$ cat src/rtl/fat32_pkg.sv
// Shared FAT32 directory-entry layout, marker bytes and scanner states.
package fat32_pkg;

    localparam logic [4:0] OFF_NAME      = 5'd0;
    localparam logic [4:0] OFF_EXT       = 5'd8;
    localparam logic [4:0] OFF_NAME_LAST = 5'd10;
    localparam logic [4:0] OFF_ATTR      = 5'd11;
    localparam logic [4:0] OFF_CLUS_HI   = 5'd20;
    localparam logic [4:0] OFF_CLUS_LO   = 5'd26;
    localparam logic [4:0] OFF_SIZE      = 5'd28;
    localparam logic [4:0] OFF_LAST      = 5'd31;

    localparam logic [7:0] MARK_END     = 8'h00;
    localparam logic [7:0] MARK_DELETED = 8'hE5;
    localparam logic [7:0] ATTR_LFN     = 8'h0F;
    localparam logic [7:0] ATTR_VOLUME  = 8'h08;
    localparam logic [7:0] ATTR_DIR     = 8'h10;

    typedef enum logic [1:0] {
        ST_IDLE,
        ST_SCAN,
        ST_DRAIN,
        ST_REPORT
    } scan_state_e;

    // Expected 8.3 character for an entry offset (0-7 name, 8-10 extension).
    function automatic logic [7:0] nameChar(input logic [63:0] fname,
                                            input logic [23:0] ext,
                                            input logic [4:0]  off);
        logic [7:0] c;
        c = 8'h00;
        if (off < OFF_EXT)
            c = fname[8*(7 - int'(off)) +: 8];
        else if (off <= OFF_NAME_LAST)
            c = ext[8*(10 - int'(off)) +: 8];
        return c;
    endfunction

endpackage

$ cat src/rtl/fat32_name_cmp.sv
// Byte-serial 11-character 8.3 name comparator; name_eq_o is meaningful on the offset-10 byte.
module fat32_name_cmp
    import fat32_pkg::*;
(
    input  logic        clk,
    input  logic        rst_n,
    input  logic        byte_valid_i,
    input  logic        entry_start_i,
    input  logic [4:0]  offset_i,
    input  logic [7:0]  byte_i,
    input  logic [63:0] filename_i,
    input  logic [23:0] extension_i,
    output logic        name_eq_o
);

    logic eqSoFar_q;
    logic charEq;

    assign charEq    = (byte_i == nameChar(filename_i, extension_i, offset_i));
    assign name_eq_o = charEq && (entry_start_i || eqSoFar_q);

    // Running equality, restarted by the first byte of every entry.
    always_ff @(negedge clk) begin
        if (!rst_n)
            eqSoFar_q <= 1'b0;
        else if (byte_valid_i && (offset_i <= OFF_NAME_LAST))
            eqSoFar_q <= name_eq_o;
    end

endmodule

$ cat src/rtl/fat32_dir_scanner.sv
// FAT32 directory-sector scanner: finds a requested 8.3 name among the 16 entries of a sector.
// Optional FAT32_DIR_MATCH_SUBDIR_EN lets directory entries match and adds the is_dir output.
module fat32_dir_scanner
    import fat32_pkg::*;
(
    input  logic        clk,
    input  logic        rst_n,
    input  logic        start,
    input  logic [63:0] filename,
    input  logic [23:0] extension,
    input  logic [7:0]  byte_in,
    input  logic        byte_valid,
    input  logic        block_done,
    output logic        busy,
    output logic        done,
    output logic        match,
    output logic        end_of_dir,
    output logic [3:0]  entry_index,
    output logic [31:0] first_cluster,
`ifdef FAT32_DIR_MATCH_SUBDIR_EN
    output logic        is_dir,
`endif
    output logic [31:0] file_size
);

`ifdef FAT32_DIR_MATCH_SUBDIR_EN
    localparam logic [7:0] ATTR_REJECT_MASK = ATTR_VOLUME;
`else
    localparam logic [7:0] ATTR_REJECT_MASK = ATTR_VOLUME | ATTR_DIR;
`endif

    scan_state_e state_q;
    logic [8:0]  byteCnt_q;
    logic        cand_q;
    logic [31:0] clusSh_q;
    logic [23:0] sizeSh_q;
    logic        busy_q;
    logic        done_q;
    logic        match_q;
    logic        endOfDir_q;
    logic [3:0]  entryIdx_q;
    logic [31:0] firstClus_q;
    logic [31:0] fileSize_q;
`ifdef FAT32_DIR_MATCH_SUBDIR_EN
    logic        dirSh_q;
    logic        isDir_q;
`endif

    logic [4:0] offset;
    logic       byteStrobe;
    logic       entryStart;
    logic       nameEq;

    assign offset     = byteCnt_q[4:0];
    assign byteStrobe = byte_valid && (state_q == ST_SCAN);
    assign entryStart = byteStrobe && (offset == OFF_NAME);

    fat32_name_cmp u_name_cmp (
        .clk           (clk),
        .rst_n         (rst_n),
        .byte_valid_i  (byteStrobe),
        .entry_start_i (entryStart),
        .offset_i      (offset),
        .byte_i        (byte_in),
        .filename_i    (filename),
        .extension_i   (extension),
        .name_eq_o     (nameEq)
    );

    always_ff @(negedge clk) begin
        if (!rst_n) begin
            state_q     <= ST_IDLE;
            byteCnt_q   <= '0;
            cand_q      <= 1'b0;
            clusSh_q    <= '0;
            sizeSh_q    <= '0;
            busy_q      <= 1'b0;
            done_q      <= 1'b0;
            match_q     <= 1'b0;
            endOfDir_q  <= 1'b0;
            entryIdx_q  <= '0;
            firstClus_q <= '0;
            fileSize_q  <= '0;
`ifdef FAT32_DIR_MATCH_SUBDIR_EN
            dirSh_q     <= 1'b0;
            isDir_q     <= 1'b0;
`endif
        end else begin
            done_q <= 1'b0;
            case (state_q)
                ST_IDLE: begin
                    if (start) begin
                        byteCnt_q   <= '0;
                        cand_q      <= 1'b1;
                        busy_q      <= 1'b1;
                        match_q     <= 1'b0;
                        endOfDir_q  <= 1'b0;
                        entryIdx_q  <= '0;
                        firstClus_q <= '0;
                        fileSize_q  <= '0;
`ifdef FAT32_DIR_MATCH_SUBDIR_EN
                        isDir_q     <= 1'b0;
`endif
                        state_q     <= ST_SCAN;
                    end
                end
                ST_SCAN: begin
                    if (byte_valid) begin
                        if (byteCnt_q != 9'd511)
                            byteCnt_q <= byteCnt_q + 9'd1;
                        case (offset)
                            OFF_NAME: begin
                                if (byte_in == MARK_END) begin
                                    endOfDir_q <= 1'b1;
                                    state_q    <= ST_DRAIN;
                                end else if (byte_in == MARK_DELETED) begin
                                    cand_q <= 1'b0;
                                end
                            end
                            OFF_NAME_LAST: if (!nameEq) cand_q <= 1'b0;
                            OFF_ATTR: begin
                                if ((byte_in == ATTR_LFN) || ((byte_in & ATTR_REJECT_MASK) != 8'h00))
                                    cand_q <= 1'b0;
`ifdef FAT32_DIR_MATCH_SUBDIR_EN
                                dirSh_q <= byte_in[4];
`endif
                            end
                            OFF_CLUS_HI:          clusSh_q[23:16] <= byte_in;
                            OFF_CLUS_HI + 5'd1:   clusSh_q[31:24] <= byte_in;
                            OFF_CLUS_LO:          clusSh_q[7:0]   <= byte_in;
                            OFF_CLUS_LO + 5'd1:   clusSh_q[15:8]  <= byte_in;
                            OFF_SIZE:             sizeSh_q[7:0]   <= byte_in;
                            OFF_SIZE + 5'd1:      sizeSh_q[15:8]  <= byte_in;
                            OFF_SIZE + 5'd2:      sizeSh_q[23:16] <= byte_in;
                            OFF_LAST: begin
                                if (cand_q) begin
                                    match_q     <= 1'b1;
                                    entryIdx_q  <= byteCnt_q[8:5];
                                    firstClus_q <= clusSh_q;
                                    fileSize_q  <= {byte_in, sizeSh_q};
`ifdef FAT32_DIR_MATCH_SUBDIR_EN
                                    isDir_q     <= dirSh_q;
`endif
                                    state_q     <= ST_DRAIN;
                                end else begin
                                    cand_q <= 1'b1;
                                    // Last entry of the sector examined: nothing left to scan.
                                    if (byteCnt_q == 9'd511)
                                        state_q <= ST_DRAIN;
                                end
                            end
                            default: ;
                        endcase
                    end
                    if (block_done) begin
                        state_q <= ST_REPORT;
                        done_q  <= 1'b1;
                        busy_q  <= 1'b0;
                    end
                end
                ST_DRAIN: begin
                    if (block_done) begin
                        state_q <= ST_REPORT;
                        done_q  <= 1'b1;
                        busy_q  <= 1'b0;
                    end
                end
                ST_REPORT: state_q <= ST_IDLE;
                default:   state_q <= ST_IDLE;
            endcase
        end
    end

    assign busy          = busy_q;
    assign done          = done_q;
    assign match         = match_q;
    assign end_of_dir    = endOfDir_q;
    assign entry_index   = entryIdx_q;
    assign first_cluster = firstClus_q;
    assign file_size     = fileSize_q;
`ifdef FAT32_DIR_MATCH_SUBDIR_EN
    assign is_dir        = isDir_q;
`endif

endmodule

$ cat config.mk
export PLATFORM = sky130hd
export DESIGN_NAME = fat32_dir_scanner
export DESIGN_NICKNAME = d
export VERILOG_FILES = /design/src/rtl/fat32_pkg.sv /design/src/rtl/fat32_name_cmp.sv /design/src/rtl/fat32_dir_scanner.sv
export SDC_FILE = /design/constraint.sdc
export NUM_CORES = 1
export LEC_CHECK = 0
export CAP_MARGIN = 20
export CELL_PAD_IN_SITES_DETAIL_PLACEMENT = 0
export CELL_PAD_IN_SITES_GLOBAL_PLACEMENT = 2
export CORE_AREA = 2 2 160 162
export CTS_BUF_LIST = sky130_fd_sc_hd__clkbuf_2 sky130_fd_sc_hd__clkbuf_4 sky130_fd_sc_hd__clkbuf_8
export CTS_CLUSTER_DIAMETER = 40
export DETAILED_ROUTE_END_ITERATION = 8
export DIE_AREA = 0 0 162 164
export PLACE_DENSITY_LB_ADDON = 0.12
export RECOVER_POWER = 100
export SLEW_MARGIN = 20
export SYNTH_ARGS = -nofsm -noshare
export SYNTH_HDL_FRONTEND = slang
export SYNTH_HIERARCHICAL = 1
export SYNTH_SLANG_ARGS = --single-unit
$ cat constraint.sdc
create_clock -name clk -period 3.2 [get_ports clk]
set_input_delay 0.64 -clock clk [delete_from_list [all_inputs] [get_ports clk]]
set_output_delay 0.64 -clock clk [all_outputs]
set_load 0.01 [all_outputs]
==> results of run 1 <==
## layout make-up
cell class,count,area [sq um]
sequential,141,2910
tap,330,413
clock buffer,17,234
inverter,20,75.1
multi-input combinational,518,3700
fill,2572,14700
timing repair buffer,245,2090
clock inverter,156,686
## state kept, by name, summed over array words and instances (netlist names), 2 cells and up
register,flops
first_cluster,32
entry_index,4
clusSh_q,32
state_q,2
sizeSh_q,24
file_size,32
byteCnt_q,9
## worst register-to-register path, delay by kind of cell, from the launching register on
family | cells | cell delay (ns)
xor+xnor | 1 | 0.14
compound gates | 5 | 0.79
buf+inv | 1 | 0.09
fa+ha+maj | 1 | 0.53
flops | 1 | 0.33
simple gates | 4 | 0.93
## path summary, 6_finish.rpt
check	start	endpoint	slack (ns)
worst min-delay path	file_size[15]$_SDFFE_NN0P_	file_size[15]$_SDFFE_NN0P_	0.44
worst max register to register	byteCnt_q[0]$_SDFFE_NN0P_	cand_q$_SDFFE_NN0P_	0.26
worst min register to register	file_size[15]$_SDFFE_NN0P_	file_size[15]$_SDFFE_NN0P_	0.44
worst max-delay path	filename[2]	cand_q$_SDFFE_NN0P_	-0.67
## what timing repair did
item / 4_1_cts / 5_1_grt
setup buffers: 4 / 4
pin swaps: 33 / 22
resized for setup: 453 / 119
endpoints found under the setup margin: 211 / 85
## per-stage QoR
stage / setup slack (ns) / area (sq um) / setup TNS [ns]
after floorplan: -0.797 / 6790 / -2.51
after global placement: -1.44 / 9220 / -94.21
after CTS: -0.688 / 9920 / -1.06
final: -0.670 / 10100 / -1.32
after global routing: -0.778 / 10100 / -4.85
after detailed placement: -1.45 / 9220 / -96.48
## layer usage
metal | up-vias | global-route usage, %
met3 | 18 | 6.16
met2 | 194 | 26.4
li1 | 3284 | -
met4 | 0 | 6.52
met5 | - | 0
met1 | 3182 | 21.3
## cell families after synthesis
| kind of cell | count (synthesis) | share of synthesized area, % |
|---|---|---|
| DFF | 141 | 42.5 |
| muxes | 94 | 16.7 |
| buffers and inverters | 82 | 5.84 |
| AOI/OAI and AO/OA | 126 | 11.6 |
| xor gates and xnor gates | 10 | 1.32 |
| and+or+nand+nor | 276 | 19.8 |
| adders and majority gates | 12 | 2.26 |
## Yosys cell counts, drive strengths merged (3+ instances only)
cell / count / share of area (%)
inv: 22 / 1.2
a211oi: 3 / 0.34
mux4: 12 / 4.2
and3: 4 / 0.40
nor2b: 3 / 0.28
a22oi: 10 / 1.1
mux2i: 76 / 11
o21ai: 8 / 0.60
nor2: 71 / 4.0
a2111oi: 3 / 0.49
nor3: 3 / 0.23
nand2: 84 / 4.7
nand2b: 7 / 0.70
a21oi: 78 / 5.9
or3b: 4 / 0.57
nor3b: 4 / 0.45
xor2: 4 / 0.53
nand4: 6 / 0.85
clkbuf: 24 / 1.4
o2bb2ai: 3 / 0.40
xnor2: 6 / 0.79
or3: 3 / 0.28
dfxtp: 141 / 43
buf: 36 / 3.2
a32oi: 4 / 0.53
ha: 12 / 2.3
o22ai: 5 / 0.47
mux2: 6 / 1.0
nand3: 78 / 6.2
## power groups by stage
stage	Clock (mW)	Sequential, mW	Combinational [mW]
4_1_cts	2.26	1.86	1.69
2_1_floorplan	0.270	1.89	1.02
3_5_place_dp	0.270	1.88	1.68
3_3_place_gp	0.270	1.88	1.66
6_report	2.14	1.86	1.68
5_1_grt	2.46	1.86	1.82
==> metrics.md, run 1 <==
| Metric | Value |
|---|---|
| Slew Limit Fails | 0 |
| Vias | around 6.7k |
| Synth Cell Area | 6640 sq um |
| DRT iter0 DRCs | 278 |
| Data required, critical path | a little under 2 ns |
| I/O pin cnt | between 150 and 200 |
| Area Growth Syn to Fin | 52.3% |
| Number of nets still failing antenna checks after routing | 0 |
| CP delay by family, top | multiplexers |
| Initial Util | 26.7% |
| Crit-path cells | dlygate4sd2_1 > mux4_2 > mux2i_2 > o22ai_1 > xnor2_1 > nand2_1 > nor3_2 > nand2_1 > a21oi_2 > a31o_2 > a211oi_2 |
| Clock Skew | 0.0306 ns |
| Setup ws final | -0.670 ns |
| Post-synthesis sequential area ratio | a little over two fifths |
| Final Hold Fails | 0 |
| CP Data Arrival Time | 2.60 ns |
| Die W | between 150 and 200 microns |
| Ant. Diodes | 0 |
| Most Frequent Cell on Critical Path | nand2_1 |
| Clock Path Buffers | 2 |
| Root Buffer | clkbuf_8 |
| Clk sinks | between 100 and 150 |
| Vias in the first global route | 7014 |
| RSZ-0062 raised after global routing | yes |
| Worst Hold Class | reg -> reg |
| Worst Max-Slew Pin Slew | about 0.67 ns |
| Crit Path Class | in -> reg |
| Num rows | 58 |
| Worst hold margin | approximately 0.44 ns |
| CORE AREA | between 20000 and 25000 sq um |
| Psw | between 2 and 2.5 mW |
| Comb pwr share | between 20% and 30% |
| Clock-pin slew on the worst setup and hold paths | 0.04 ns |
| CP Capture Type | flop |
| Share of layout cells above drive strength 1 | a little under a third |
| WL met3 | roughly 1300 microns |
| Critical path fanouts, max | 2 |
| Placed Cells | approximately 1.2k |
| Routed WL | approximately 23000 microns |
| Number of synthesized flops with an enable pin | 0 |
| Worst IR drop on VDD | around 0.00025 V |
| Setup violators final | 12 |
| Met2 routed WL | approximately 11000 microns |
| Max-capacitance violation count | 0 |
| Hpwl dp | between 15000 and 20000 microns |
| Core Util, Final | between 40% and 50% |
| I/O Buffers | 172 |
| CP max stage delay | about 0.48 ns |
| Commonest non-fill, non-tap cell in the layout | inv_1 |
| Total grt overflow | 0 |
| Critical path buffer and inverter count | 1 |
| Crit-path slowest cell | mux4_2 |
| Clock power share | a little under two fifths |
| Largest net degree at the start of global routing | 48 |
| Worst rel slew slack | a little over half |
| Synth cell types | 58 |
| Crit path depth | 11 |
| Antenna violations before repair | 0 |
| TritonCTS clock tree | yes |
| Most frequent cells in the layout | inv_1, nand2_1, a21oi_1 |
| Ys flop type | dfxtp_1 |
| H-tree depth | 4 |
| Total GRT Usage | between 10% and 20% |
| Reg2Reg Depth | 12 |
| Ys Warns | 6 |
| Outcome | complete, but fails checks |
| Synthesized flop and latch total | between 100 and 150 |
| DIE HEIGHT | approximately 160 microns |
| Nets | 1197 |
| Syn Nets | 854 |
| Top sig layer | met4 |
| Synth Instances | 741 |
| Async SR Flop Fraction | 0% |
| Switching share of power | around two fifths |
| DRC Markers | 0 |
| Drt first pass iters | 4 |
| TritonCTS Buffers | 17 |
| Clk Latency, worst-skew pair | ~0.48 ns |
| Hold Path Depth | 2 |
| Routed length per instance | about 16 microns |
| Failing checks | negative setup slack |
| Avg Synthesized Cell Area | approximately 9.0 sq um |
| Die Area | between 20000 and 30000 sq um |
| CP Launch Type | input port |
| PwrDens | around 560 nW/um^2 |
| Final Non-Filler Cells | approximately 1.4k |
| Gpl congestion | 0.782 |
| Vias/cell | 4.68 |
| Wl on met1 | roughly 11000 microns |
| Leak | between 4 and 5 nW |
| Total power | roughly 5.7 mW |
| Wire length of the first global-routing pass | about 36000 microns |
| CTS Hold Bufs | 0 |
| Sequential share of power | 32.8% |
| Pint | between 3 and 4 mW |
Note: power is estimated with default switching activity, not from simulation.
==> run 2: changes to the inputs <==
--- a/config.mk
+++ b/config.mk
@@ -8,11 +8,10 @@
 export CAP_MARGIN = 20
 export CELL_PAD_IN_SITES_DETAIL_PLACEMENT = 0
 export CELL_PAD_IN_SITES_GLOBAL_PLACEMENT = 2
-export CORE_AREA = 2 2 160 162
-export CTS_BUF_LIST = sky130_fd_sc_hd__clkbuf_2 sky130_fd_sc_hd__clkbuf_4 sky130_fd_sc_hd__clkbuf_8
+export CORE_AREA = 2 2 163 165
 export CTS_CLUSTER_DIAMETER = 40
 export DETAILED_ROUTE_END_ITERATION = 8
-export DIE_AREA = 0 0 162 164
+export DIE_AREA = 0 0 165 167
 export PLACE_DENSITY_LB_ADDON = 0.12
 export RECOVER_POWER = 100
 export SLEW_MARGIN = 20
==> constraint.sdc (replaced) <==
create_clock -name clk -period 3.43 [get_ports clk]
set_input_delay 0.686 -clock clk [delete_from_list [all_inputs] [get_ports clk]]
set_output_delay 0.686 -clock clk [all_outputs]
set_load 0.01 [all_outputs]
==> run 2 against run 1 <==
Effect of this change:
- the run still ends with negative setup slack left
- highest routed layer unchanged
- first-iteration DRC count up 5.0%
- sequential share of layout area fell by 0.88 points
- worst hold slack got worse by 0.0029 ns
- clock skew fell by 0.014 ns
- sequential power fell by 6%
==> metrics.md, run 2 (same netlist as run 1, synthesis figures left out) <==
| Metric | Value |
|---|---|
| Outcome | complete, but fails checks |
| Failing checks | negative setup slack |
| Leak | 4.80 nW (+0.82%) |
| Wire length of the first global-routing pass | 35900 microns (+0.25%) |
| Register area | 2830 sq um (-2.5%) |
| Worst IR drop on VDD | 0.000344 V (+39%) |
| RSZ-0062 raised after global routing | yes |
| Nets | 1191 (-0.50%) |
| Most frequent cells in the layout | inv_1, dfxtp_1, nand2_1 |
| CTS Hold Bufs | 0 (unchanged) |
| Setup TNS | -0.941 ns (+0.380 ns) |
| Hpwl dp | 15500 microns (-0.56%) |
| Area Growth Syn to Fin | 53.2% |
| H-tree depth | 4 (unchanged) |
| Clk Latency, worst-skew pair | 0.46 ns (-0.02 ns) |
| Die W | 165 microns (+1.9%) |
| Critical path fanouts, max | 2 (unchanged) |
| Setup ws final | -0.638 ns (+0.0318 ns) |
| Final Hold Fails | 0 (unchanged) |
| Num rows | 59 (+1.7%) |
| DRC Markers | 0 (unchanged) |
| Gpl congestion | 0.760 (-2.7%) |
| Vias in the first global route | 7060 (+0.66%) |
| Vias/cell | 4.62 (-1.3%) |
| Number of nets still failing antenna checks after routing | 0 (unchanged) |
| Routed length per instance | 16.0 microns (+1.5%) |
| Clk sinks | 141 (unchanged) |
| Drt first pass iters | 4 (unchanged) |
| Setup violators final | 2 (-10) |
| Clock-pin slew on the worst setup and hold paths | 0.04 ns (about the same) |
| Antenna violations before repair | 0 (unchanged) |
| Clock Path Buffers | 2 (unchanged) |
| CORE AREA | 25800 sq um (+3.8%) |
| CP Capture Type | flop |
| Ant. Diodes | 0 (unchanged) |
| Worst Hold Class | reg -> reg |
| Worst Max-Slew Pin Slew | 1.02 ns (+0.344 ns) |
| Root Buffer | clkbuf_16 |
| Slew Limit Fails | 0 (unchanged) |
| Crit Path Class | in -> reg |
| Worst hold margin | 0.441 ns (-0.00294 ns) |
| Die Area | 27600 sq um (+3.7%) |
| I/O Buffers | 172 (unchanged) |
| TritonCTS clock tree | yes |
| Largest net degree at the start of global routing | 48 (unchanged) |
| Max-capacitance violation count | 0 (unchanged) |
| CP Data Arrival Time | 2.72 ns (+0.12 ns) |
| Clock Skew | 0.0163 ns (-0.0142 ns) |
| Vias | 6584 (-1.4%) |
| CP Launch Type | input port |
| Initial Util | 25.8% (-0.98 points) |
| DIE HEIGHT | 167 microns (+1.8%) |
| Worst rel slew slack | 32.0% (-23 points) |
| PwrDens | 572 nW/um^2 (+1.9%) |
| Multi-input gate area | 3730 sq um (+0.71%) |
| Routed WL | 22900 microns (+1.5%) |
| Total grt overflow | 0 (unchanged) |
| TritonCTS Buffers | 17 (unchanged) |
| Share of layout cells above drive strength 1 | 26.0% (-5.5 points) |
| DRT iter0 DRCs | 292 (+5.0%) |
| Data required, critical path | 2.08 ns (+0.15 ns) |
| Filler Cell Count | 2668 (+3.7%) |
| Total GRT Usage | 16.4% (-0.48 points) |
| Commonest non-fill, non-tap cell in the layout | inv_1 |
| I/O pin cnt | 173 (unchanged) |
[run 2: metal layers]
layer	share of wire (%)	vias up	global-route usage, %
met5	0	-	0
met2	47	168	25.6
li1	-	3291	-
met4	0.35	0	5.67
met1	47	3117	20.6
met3	5.5	8	6.40
[run 2: power by group]
part	total [mW]	switching, mW	internal (mW)
logic	1.60	0.966	0.634
registers	1.74	0.0398	1.70
clock network	2.48	1.29	1.19
[run 2: layout make-up]
class | count | share of cell area [%]
Multi-Input combinational cell | 518 | 36.7
Sequential cell | 141 | 27.9
Timing Repair Buffer | 239 | 19.6
Clock inverter | 156 | 6.80
Clock buffer | 17 | 4.18
Tap cell | 335 | 4.12
Inverter | 20 | 0.738
[run 2: worst max-delay path, stage by stage]
cell and delay [ns]:
clkdlybuf4s15_1 0.17, mux4_2 0.46, mux2i_1 0.20, o22ai_2 0.11, and3b_1 0.19, o211ai_1 0.26, nor3_2 0.07, nand2_1 0.08
a21oi_2 0.07, a31o_2 0.24, a211oi_2 0.20
[run 2: worst paths after layout]
path | start | to | slack (ns) | cells past startpoint
min | end_of_dir$_SDFFE_NN0P_ | end_of_dir$_SDFFE_NN0P_ | 0.44 | 2
max reg2reg | byteCnt_q[2]$_SDFFE_NN0P_ | cand_q$_SDFFE_NN0P_ | 0.31 | 10
min reg2reg | end_of_dir$_SDFFE_NN0P_ | end_of_dir$_SDFFE_NN0P_ | 0.44 | 2
max | filename[60] | cand_q$_SDFFE_NN0P_ | -0.64 | 11
[run 2: what timing repair did]
item,CTS,global route
buffers inserted,47,2
endpoints found under the setup margin,208,82
pin swaps,34,33
resized for setup,356,109
cloned,0,1
[run 2: through the flow]
step | std cells | power (mW) | utilization, % | area (sq um) | worst slack, ns
6_report | 1426 | 5.82 | 39.5 | 10200 | -0.638
5_1_grt | 1426 | 6.31 | 39.5 | 10200 | -0.726
4_1_cts | 1432 | 5.93 | 40.1 | 10300 | -0.686
3_5_place_dp | 1245 | 3.54 | 35.5 | 9140 | -1.46
3_3_place_gp | 1245 | 3.51 | 35.5 | 9140 | -1.39
2_1_floorplan | 741 | 2.96 | - | 6770 | -0.728
